<file path="src/rtl/hazard_unit.sv">
`default_nettype none
// ============================================================================
// Module      : hazard_unit
// Description : Pipeline hazard control for a 5-stage MIPS. It detects the
//               hazards that operand forwarding cannot cover: load-use,
//               decode-stage branch/jr compares, and HI/LO or MDU accesses
//               while the multi-cycle multiply/divide unit is busy. A single
//               combined stall drives stallF, stallD and flushE. The block
//               also tracks MDU occupancy and counts stall cycles.
//
// Ports       : clk, rst        - clock, synchronous active-high reset
//               rsD, rtD        - Decode source registers
//               write_regE, RegWriteE, MemtoRegE - Execute producer info
//               write_regM, MemtoRegM            - Memory producer info
//               BranchD, JumpRegD                - Decode compare users
//               mdu_opD, mfhiloD                 - Decode MDU/HI-LO users
//               mdu_startE, mdu_is_divE          - MDU launch in Execute
//               stat_clr        - clear the stall statistics counter
//               stallF, stallD, flushE - pipeline control outputs
//               mdu_busy        - MDU result not yet valid
//               stall_count     - saturating count of stallD cycles
//
// Revision    : 1.0 - initial release
// ============================================================================
module hazard_unit #(
    parameter int MUL_LAT = 4,
    parameter int DIV_LAT = 32,
    parameter int CNT_W   = 32
) (
    input  logic             clk,
    input  logic             rst,
    input  logic [4:0]       rsD,
    input  logic [4:0]       rtD,
    input  logic [4:0]       write_regE,
    input  logic             RegWriteE,
    input  logic             MemtoRegE,
    input  logic [4:0]       write_regM,
    input  logic             MemtoRegM,
    input  logic             BranchD,
    input  logic             JumpRegD,
    input  logic             mdu_opD,
    input  logic             mfhiloD,
    input  logic             mdu_startE,
    input  logic             mdu_is_divE,
    input  logic             stat_clr,
    output logic             stallF,
    output logic             stallD,
    output logic             flushE,
    output logic             mdu_busy,
    output logic [CNT_W-1:0] stall_count
);

    // MDU down-counter sized to hold the longer of the two latencies.
    localparam int               c_MAX_LAT  = (DIV_LAT > MUL_LAT) ? DIV_LAT : MUL_LAT;
    localparam int               c_MCW      = $clog2(c_MAX_LAT + 1);
    localparam logic [c_MCW-1:0] c_MUL_LD   = c_MCW'(MUL_LAT);
    localparam logic [c_MCW-1:0] c_DIV_LD   = c_MCW'(DIV_LAT);
    localparam logic [c_MCW-1:0] c_MCNT_ONE = c_MCW'(1);
    localparam logic [CNT_W-1:0] c_CNT_MAX  = '1;
    localparam logic [CNT_W-1:0] c_CNT_ONE  = CNT_W'(1);

    logic [c_MCW-1:0] r_mdu_cnt;
    logic [CNT_W-1:0] r_stall_count;

    logic w_mdu_idle;
    logic w_e_nonzero;
    logic w_m_nonzero;
    logic w_e_hits_dsrc;
    logic w_m_hits_dsrc;
    logic w_lwstall;
    logic w_brstall;
    logic w_mdustall;
    logic w_stall;

    assign w_mdu_idle  = (r_mdu_cnt == '0);
    assign w_e_nonzero = (write_regE != 5'd0);
    assign w_m_nonzero = (write_regM != 5'd0);

    // Load-use: the loaded value is not available until after Memory.
    assign w_lwstall = MemtoRegE & w_e_nonzero &
                       ((rsD == write_regE) | (rtD == write_regE));

    // Decode compare sources: rs always, rt only for beq/bne (jr ignores rt).
    assign w_e_hits_dsrc = (write_regE == rsD) | (BranchD & (write_regE == rtD));
    assign w_m_hits_dsrc = (write_regM == rsD) | (BranchD & (write_regM == rtD));

    // An ALU result already in Memory is forwarded into Decode, so only a
    // load in Memory stalls the compare; any register writer in Execute does.
    assign w_brstall = (BranchD | JumpRegD) &
                       ((RegWriteE & w_e_nonzero & w_e_hits_dsrc) |
                        (MemtoRegM & w_m_nonzero & w_m_hits_dsrc));

    // A start in Execute this cycle counts as busy so the follower cannot
    // slip in before the counter has loaded.
    assign w_mdustall = (mdu_opD | mfhiloD) & (~w_mdu_idle | mdu_startE);

    assign w_stall = ~rst & (w_lwstall | w_brstall | w_mdustall);

    assign stallF = w_stall;
    assign stallD = w_stall;
    assign flushE = w_stall;

    // MDU occupancy: starts while busy are ignored.
    always_ff @(posedge clk) begin
        if (rst) begin
            r_mdu_cnt <= '0;
        end else if (mdu_startE && w_mdu_idle) begin
            r_mdu_cnt <= mdu_is_divE ? c_DIV_LD : c_MUL_LD;
        end else if (!w_mdu_idle) begin
            r_mdu_cnt <= r_mdu_cnt - c_MCNT_ONE;
        end
    end

    assign mdu_busy = ~w_mdu_idle;

    // Stall statistics: clear wins over increment; saturate at all-ones.
    always_ff @(posedge clk) begin
        if (rst) begin
            r_stall_count <= '0;
        end else if (stat_clr) begin
            r_stall_count <= '0;
        end else if (w_stall && (r_stall_count != c_CNT_MAX)) begin
            r_stall_count <= r_stall_count + c_CNT_ONE;
        end
    end

    assign stall_count = r_stall_count;

endmodule
`default_nettype wire

</file>
<file path="config.mk">
export PLATFORM = sky130hd
export DESIGN_NAME = hazard_unit
export DESIGN_NICKNAME = d
export VERILOG_FILES = /design/src/rtl/hazard_unit.sv
export SDC_FILE = /design/constraint.sdc
export NUM_CORES = 1
export LEC_CHECK = 0
export BUFFER_PORTS_ARGS = -buffer_cell sky130_fd_sc_hd__buf_2
export CAP_MARGIN = 20
export CORE_ASPECT_RATIO = 0.75
export CORE_MARGIN = 3
export CORE_UTILIZATION = 47
export DETAILED_ROUTE_END_ITERATION = 8
export HOLD_SLACK_MARGIN = 0.08
export PLACE_DENSITY = 0.77
export SLEW_MARGIN = 20
export SYNTH_ARGS = -nofsm -noshare
export SYNTH_HDL_FRONTEND = slang
export SYNTH_SLANG_ARGS = --single-unit
</file>
<file path="constraint.sdc">
create_clock -name clk -period 2.5 [get_ports clk]
set_input_delay 0.375 -clock clk [delete_from_list [all_inputs] [get_ports clk]]
set_output_delay 0.375 -clock clk [all_outputs]
set_load 0.02 [all_outputs]
</file>
==> impl_metrics.toml, run 1 <==
[route]
post-route-drc-count = 0
wl_um = 7020
vias = 2644
wl_per_cell_um = 16.3
drtIter0Drc = 154
antenna_left = 0
drtPass1Iterations = 4
vias_per_cell = 6.13

[clock_network]
clk_pin_slew_ps = 80
clockBufferDepth = 2
cts_tree = "yes"
clock-root-buffer = "clkbuf_8"
worstSkewPairLatency_ps = 290
htree_levels = 2
cts_sinks = 38
cts_buffers = 5

[synthesis]
syn-instance-count = 299
synth_nets = 333
synth_area_mm2 = 0.00242
ys_seq_area_share_pct = 31.5
synth_ff_type = "dfxtp_1"
synth_edf_count = 0
synth_cell_types = 54
synth_seq_cells = 38
async_reset_ff_share_pct = 0
yosysWarnings = 0
synth_area_per_cell_um2 = 8.09

[final_layout]
layout_common_cells = "buf_2 (67), dfxtp_1 (38), nand2_1 (28)"
drive_above_1_share_pct = 29.4
nets = 407
stdcell_area_mm2 = 0.00305
syn_to_final_growth_pct = 26.2
n_antenna_cell = 0
final_common_cell = "buf_2"

[floorplanning]
die_y_um = 68.1
io_pins = 68
initial_core_util_pct = 51.4
rows = 21
die_w_um = 88.8
core_mm2 = 0.00470
die_area_mm2 = 0.00605

[global_routing]
gr-total-overflow = 0
grt_max_degree = 34
antenna_found_initial = 0
grt_use_total_pct = 23.2
grt_pass1_wl_um = 10900
grt_pass1_vias = 2338

[critical_path]
cp_cell_sequence = "buf_2, or4_1, o21a_1, a311oi_2, a211oi_2, o21ai_4, inv_4, buf_2"
crit_arrival_ps = 2050
critPathRequiredTime_ps = 2120
cpLargestDelayFamily = "compound AO/OA/AOI/OAI gates"
reg2reg_slack_ps = 280
crit_slowest_cell = "or4_1"
r2r_cells = 7
r2r_end = "stall_count[30]$_SDFFE_PP0P_"
crit_type = "input pin to output port"
critical_path.max_fanout = 9
cpMostUsedCell = "buf_2"
critPathLaunchType = "input pin"
path_buf_inv = 3
critPathMaxStageDelay_ps = 560
endpoint_kind = "output port"
reg2reg_from = "stall_count[7]$_SDFFE_PP0P_"

[run]
max-cap-violations = 0

[placed_design]
globalplace.congestion = 0.910
dp_slack_ps = -37.1
dpl_cell_area_mm2 = 0.00284
io_buffers = 67
dp_hpwl_um = 5050

[timing]
min_period_ps = 2430
clock.fmax_mhz = 412
finalCritPeriodShare_pct = 97.1
relSlewSlack_pct = 57.2
layout_setup_ws_ps = 73.3
setup_viol = 0
timing_hold_violations_final = 0
tightest_slew_ps = 639
clock_skew_ps = 2.84
drv_slew = 0

[hold_path]
min_path_cells = 3
hp-start = "mdu_is_divE"
hold_path_class = "input pin to flop"
hold_end = "r_mdu_cnt[5]$_SDFFE_PP0P_"

[power_and_ir_drop]
p_per_area_mw_per_mm2 = 653
p_leak_nw = 1.30
irDropWorstVdd_uv = 383

[outcome]
outcome = "complete, no violations"
## worst register-to-register path: cells and delay by family (launching register included)
family                 cells  cell delay [ps]
DFF                        1              450
AOI/OAI and AO/OA          1              230
and+or+nand+nor            5             1270
buffers and inverters      1              180
## area by class of cell
cell class / instances / area [um^2]
inverters: 8 / 32.5
multi-input cells: 237 / 1580
clock inverters: 2 / 60.1
flip-flops and latches: 38 / 761
fillers: 395 / 1650
clock buffers: 6 / 82.6
repair buffers: 83 / 468
well taps: 57 / 71.3
## power by group
group,internal (W),switching (W)
registers,0.000646,0.0000433
clock network,0.000426,0.000228
logic,0.000286,0.000365
## how the worst max path moves through the flow
stage	startpoint	end	slack, ps	cells after the start
floorplan	r_mdu_cnt[0]$_SDFFE_PP0P_	stallD	20	11
global placement	write_regE[3]	stall_count[18]$_SDFFE_PP0P_	80	9
detailed placement	write_regE[3]	stall_count[7]$_SDFFE_PP0P_	-40	9
CTS	write_regE[1]	flushE	30	8
global route	write_regE[1]	flushE	-4	8
finish	write_regE[1]	stallF	70	8
## flip-flops by register name, summed over array words and instances, names as in the netlist
register and count:
r_mdu_cnt 6, stall_count 32
## metal layers
metal | track usage (%) | share of wire (%) | up-vias | routed length, um
met5 | 0 | 0 | - | 0
met3 | 5.42 | 8.9 | 15 | 624
met4 | 6.23 | 1.5 | 0 | 107
met1 | 32.4 | 46 | 1231 | 3210
li1 | - | - | 1277 | -
met2 | 35.8 | 44 | 121 | 3080
## cells by family after synthesis
family	synth area share, %
buf+inv	5.43
fa+ha+maj	1.03
compound gates	18.7
simple gates	32.0
xor+xnor	7.60
mux	3.72
flops	31.5
## synthesized netlist by cell type, types with 5 or more instances
| library cell | instances | area (um^2) |
|---|---|---|
| a21oi_1 | 16 | 80.1 |
| a31oi_1 | 7 | 43.8 |
| a41o_1 | 5 | 50.1 |
| and3_1 | 5 | 31.3 |
| buf_4 | 5 | 37.5 |
| clkbuf_1 | 7 | 26.3 |
| dfxtp_1 | 38 | 761 |
| inv_1 | 7 | 26.3 |
| mux2i_1 | 9 | 90.1 |
| nand2_1 | 28 | 105 |
| nand3_1 | 20 | 100 |
| nand4_1 | 11 | 68.8 |
| nor2_1 | 19 | 71.3 |
| nor3_1 | 14 | 70.1 |
| o21ai_1 | 6 | 30.0 |
| o41ai_1 | 5 | 43.8 |
| or3_1 | 17 | 106 |
| or4_1 | 5 | 37.5 |
| xnor2_1 | 5 | 43.8 |
| xor2_1 | 16 | 140 |
## metrics by stage
| step | std cells | TNS (ps) | hold WS [ps] | util [%] | total power (W) |
|---|---|---|---|---|---|
| after floorplan | 299 | 0 | 480 | - | 0.00108 |
| after global placement | 421 | 0 | 476 | 60.4 | 0.00122 |
| after detailed placement | 421 | -52.0 | 484 | 60.4 | 0.00124 |
| after CTS | 430 | 0 | 356 | 64.2 | 0.00194 |
| after global routing | 431 | -6.75 | 401 | 64.9 | 0.00210 |
| final | 431 | 0 | 365 | 64.9 | 0.00199 |
## repair_timing
action / CTS / global route
buffers inserted: 1 / 1
setup endpoints to repair: 3 / 6
hold buffers: 0 / 0
resized for setup: 6 / 5
pin swaps: 2 / 2
(Power assumes the default switching activity.)
==> run 2: changes to the inputs <==
--- a/config.mk
+++ b/config.mk
@@ -9,10 +9,12 @@
 export CAP_MARGIN = 20
 export CORE_ASPECT_RATIO = 0.75
 export CORE_MARGIN = 3
-export CORE_UTILIZATION = 47
+export CORE_UTILIZATION = 49
+export CTS_BUF_LIST = sky130_fd_sc_hd__clkbuf_4
 export DETAILED_ROUTE_END_ITERATION = 8
 export HOLD_SLACK_MARGIN = 0.08
-export PLACE_DENSITY = 0.77
+export PLACE_DENSITY = 0.8
+export SETUP_SLACK_MARGIN = 0.02
 export SLEW_MARGIN = 20
 export SYNTH_ARGS = -nofsm -noshare
 export SYNTH_HDL_FRONTEND = slang
==> impl_metrics.toml, run 2 (synthesized netlist as in run 1, its figures left out) <==
[global_routing]
grt_pass1_wl_um = 10600
antenna_found_initial = 0
grt_max_degree = 34
grt_pass1_vias = 2190
grt_use_total_pct = 23.1
gr-total-overflow = 0

[final_layout]
drive_above_1_share_pct = 30.2
nets = 407
final_common_cell = "buf_2"
n_antenna_cell = 0
syn_to_final_growth_pct = 23.6
layout.cells.non_filler = 431
largest_reg_flops = 32
layout_common_cells = "buf_2 (66), dfxtp_1 (36), nand2_1 (28)"
stdcell_area_mm2 = 0.00299

[clock_network]
cts_sinks = 38
holdBufCountCts = 0
htree_levels = 2
clock-root-buffer = "clkbuf_4"
clk_pin_slew_ps = 120
clockBufferDepth = 2
cts_tree = "yes"
cts_buffers = 5
worstSkewPairLatency_ps = 350

[route]
met3_length_um = 523
drtPass1Iterations = 5
m1WireLength_um = 3030
vias_per_cell = 6.07
drtIter0Drc = 213
antenna_left = 0
vias = 2615
wl_per_cell_um = 15.5
wl_met2_um = 3100
routed.top_layer = "met4"
wl_um = 6700
post-route-drc-count = 0

[power_and_ir_drop]
p_leak_nw = 1.27
p_per_area_mw_per_mm2 = 589
irDropWorstVdd_uv = 330

[placed_design]
io_buffers = 67
dpl_cell_area_mm2 = 0.00284
dp_hpwl_um = 4970
dp_slack_ps = -13.9
dp.cells = 419
globalplace.congestion = 0.916

[critical_path]
critPathRequiredTime_ps = 2770
critPathLaunchType = "input pin"
crit_type = "input pin to flop"
endpoint_kind = "flop"
crit_arrival_ps = 2660
critical_path.max_fanout = 33

[timing]
setup_tns_ps = 0
hold-worst-slack_ps = 311
setup_viol = 0
relSlewSlack_pct = 57.2
rsz0062_at_grt = "no"
finalCritPeriodShare_pct = 95.6
tightest_slew_ps = 639
layout_setup_ws_ps = 110
min_period_ps = 2390
timing_hold_violations_final = 0
clock.fmax_mhz = 418
drv_slew = 0
clock_skew_ps = 15.7

[floorplanning]
rows = 21
io_pins = 68
initial_core_util_pct = 52.6
die_w_um = 87.1
die_y_um = 66.8
core_mm2 = 0.00460
die_area_mm2 = 0.00582

[outcome]
outcome = "complete, no violations"

[hold_path]
hold_path_class = "input pin to flop"

[run]
max-cap-violations = 0
run 2: through the flow:
step           util (%)  power (W)
6_report           65.0    0.00176
5_1_grt            65.0    0.00188
4_1_cts            63.5    0.00167
3_5_place_dp       61.7    0.00125
3_3_place_gp       61.7    0.00124
2_1_floorplan         -    0.00110
run 2: report_power, final:
group          total [W]  switching, W  internal [W]  leakage [nW]
registers       0.000691     0.0000417      0.000649         0.308
logic           0.000658      0.000356      0.000302         0.920
clock network   0.000412      0.000204      0.000207        0.0450
total            0.00176      0.000603       0.00116          1.27
run 2: timing repair:
item,in CTS,in global routing
pin swaps,1,5
setup endpoints to repair,3,9
gates resized for setup,0,13
buffers inserted,1,3
run 2: worst paths after layout:
path                                 from                      endpoint  slack (ps)  cells after the start
max                         write_regE[3]   stall_count[7]$_SDFFE_PP0P_         110                     11
min reg2reg  stall_count[27]$_SDFFE_PP0P_  stall_count[27]$_SDFFE_PP0P_         500                      2
max reg2reg  stall_count[19]$_SDFFE_PP0P_  stall_count[22]$_SDFFE_PP0P_         240                      7
min                           mdu_is_divE     r_mdu_cnt[5]$_SDFFE_PP0P_         310                      3
run 2: area by class of cell:
type | count | area [um^2]
Inverter | 8 | 30.0
Timing Repair Buffer | 83 | 470
Multi-Input combinational cell | 237 | 1580
Clock buffer | 5 | 37.5
Clock inverter | 3 | 40.0
Sequential cell | 38 | 763
Fill cell | 403 | 1610
Tap cell | 57 | 71.3
run 2: metal layers:
| metal | vias up | global-route usage [%] |
|---|---|---|
| li1 | 1282 | - |
| met1 | 1232 | 33.1 |
| met2 | 97 | 35.5 |
| met3 | 4 | 5.07 |
| met4 | 0 | 4.79 |
| met5 | - | 0 |
run 2: critical path, stage by stage:
cell and delay, ps:
buf_2 120, xor2_1 160, nor3_1 340, nand3_1 180
a211oi_2 330, o21ai_4 90, buf_4 130, buf_4 130
buf_12 160, or4_1 500, a21oi_1 140
==> run 3: changes to the inputs <==
==> constraint.sdc (replaced) <==
create_clock -name clk -period 2.1 [get_ports clk]
set_input_delay 0.315 -clock clk [delete_from_list [all_inputs] [get_ports clk]]
set_output_delay 0.315 -clock clk [all_outputs]
set_load 0.02 [all_outputs]
==> impl_metrics.toml, run 3 (synthesized netlist as in run 1, its figures left out) <==
[outcome]
outcome = "finished, violations left"
violations = "negative setup slack"

[clock_network]
worstSkewPairLatency_ps = 380
htree_levels = 2
holdBufCountCts = 0
clock-root-buffer = "clkbuf_4"
cts_sinks = 38
clockBufferDepth = 2
clk_pin_slew_ps = 130
cts_buffers = 5
cts_tree = "yes"

[route]
antenna_left = 0
wl_um = 8590
post-route-drc-count = 0
vias_per_cell = 6.28
drtPass1Iterations = 5
m1WireLength_um = 3550
met3_length_um = 902
wl_per_cell_um = 17.9
drtIter0Drc = 296
vias = 3008
routed.top_layer = "met4"
wl_met2_um = 3860

[power_and_ir_drop]
irDropWorstVdd_uv = 613
p_leak_nw = 1.57
p_per_area_mw_per_mm2 = 707

[critical_path]
crit_type = "input pin to output port"
startpoint = "write_regE[2]"
critPathRequiredTime_ps = 1780
critPathLaunchType = "input pin"
reg2reg_from = "stall_count[10]$_SDFFE_PP0P_"
r2r_end = "stall_count[26]$_SDFFE_PP0P_"
critical_path.max_fanout = 4
reg2reg_slack_ps = -10
r2r_cells = 7
crit_arrival_ps = 1930
path_buf_inv = 3
crit_slowest_cell = "or4_4"
cp_cell_sequence = "buf_2, or4_4, o21a_1, a311oi_2, a211oi_2, o21ai_4, inv_6, buf_6"
endpoint = "flushE"
endpoint_kind = "output port"
cpLargestDelayFamily = "compound AO/OA/AOI/OAI gates"
worst-path-stages = 8
critPathMaxStageDelay_ps = 530

[global_routing]
grt_use_total_pct = 29.4
grt_pass1_vias = 2797
antenna_found_initial = 1
gr-total-overflow = 0
grt_max_degree = 19
grt_pass1_wl_um = 13400

[final_layout]
multi_input_area_mm2 = 0.00165
final_common_cell = "buf_2"
layout.cells.non_filler = 479
largest_reg_flops = 32
drive_above_1_share_pct = 43.0
fillers = 302
nets = 454
seq_area_um2 = 781
syn_to_final_growth_pct = 46.5
layout_common_cells = "buf_2 (63), buf_4 (55), dfxtp_1 (28)"
stdcell_area_mm2 = 0.00354

[timing]
clock_skew_ps = 9.13
hold-worst-slack_ps = 222
layout_setup_ws_ps = -146
setup_viol = 6
timing_hold_violations_final = 0
tightest_slew_ps = 435
drv_slew = 0
finalCritPeriodShare_pct = 107
clock.fmax_mhz = 445
rsz0062_at_grt = "yes"
relSlewSlack_pct = 70.9
min_period_ps = 2250
setup_tns_ps = -471

[hold_path]
hold_path_class = "input pin to flop"

[placed_design]
dpl_cell_area_mm2 = 0.00315
io_buffers = 67
dp_hpwl_um = 5660
dp.cells = 457
globalplace.congestion = 0.906
dp_slack_ps = -298

[floorplanning]
die_w_um = 87.1
die_area_mm2 = 0.00582
rows = 21
die_y_um = 66.8
initial_core_util_pct = 52.6
core_mm2 = 0.00460
io_pins = 68

[run]
max-cap-violations = 0
-- run 3: cell count changes in the layout (fill, tap and decap cells not counted), sizes merged --
cell	before	now
buf	83	129
clkinv	2	1
bufinv	1	2
diode	0	1
clkbuf	5	6
-- run 3: per-layer routing --
| layer | global-route usage (%) | up-vias |
|---|---|---|
| li1 | - | 1371 |
| met1 | 40.7 | 1394 |
| met4 | 11.3 | 0 |
| met3 | 6.43 | 35 |
| met2 | 44.4 | 208 |
| met5 | 0 | - |
-- run 3: area by class of cell --
| cell class | instances | share of cell area, % |
|---|---|---|
| flip-flops and latches | 38 | 22.0 |
| well taps | 57 | 2.01 |
| diodes | 1 | 0.0706 |
| inverters | 8 | 0.989 |
| repair buffers | 130 | 25.4 |
| multi-input cells | 237 | 46.5 |
| clock inverters | 3 | 1.94 |
| clock buffers | 5 | 1.06 |
-- run 3: metrics by stage --
stage          utilization (%)  power [W]
2_1_floorplan                -    0.00132
3_5_place_dp              68.4    0.00159
5_1_grt                   77.0    0.00264
3_3_place_gp              68.4    0.00157
4_1_cts                   74.0    0.00245
6_report                  77.0    0.00250
-- run 3: repair_timing --
item	CTS	global route
gates resized for setup	22	24
pin swaps	6	9
setup buffers	10	3
setup endpoints to repair	14	35
hold endpoints to repair	0	0
cloned	0	1
-- run 3: how the worst min path moves through the flow --
stage,slack (ps),end,startpoint,cells past startpoint
after detailed placement,480,stall_count[27]$_SDFFE_PP0P_,stall_count[27]$_SDFFE_PP0P_,2
after floorplan,470,r_mdu_cnt[5]$_SDFFE_PP0P_,mdu_startE,2
after global routing,220,r_mdu_cnt[5]$_SDFFE_PP0P_,mdu_is_divE,3
final,220,r_mdu_cnt[5]$_SDFFE_PP0P_,mdu_is_divE,3
after global placement,470,stall_count[12]$_SDFFE_PP0P_,stall_count[12]$_SDFFE_PP0P_,2
after CTS,210,r_mdu_cnt[5]$_SDFFE_PP0P_,mdu_is_divE,3
-- run 3: where the power goes --
group	internal [W]	total, W	switching, W	leakage, nW
clock network	0.000372	0.000655	0.000283	0.0554
registers	0.000769	0.000819	0.0000504	0.313
logic	0.000527	0.00103	0.000501	1.20
-- run 3: worst min-delay path, delay by kind of cell --
| kind | cells | cell delay [ps] |
|---|---|---|
| simple gates | 1 | 90 |
| buf+inv | 1 | 100 |
| compound gates | 1 | 60 |
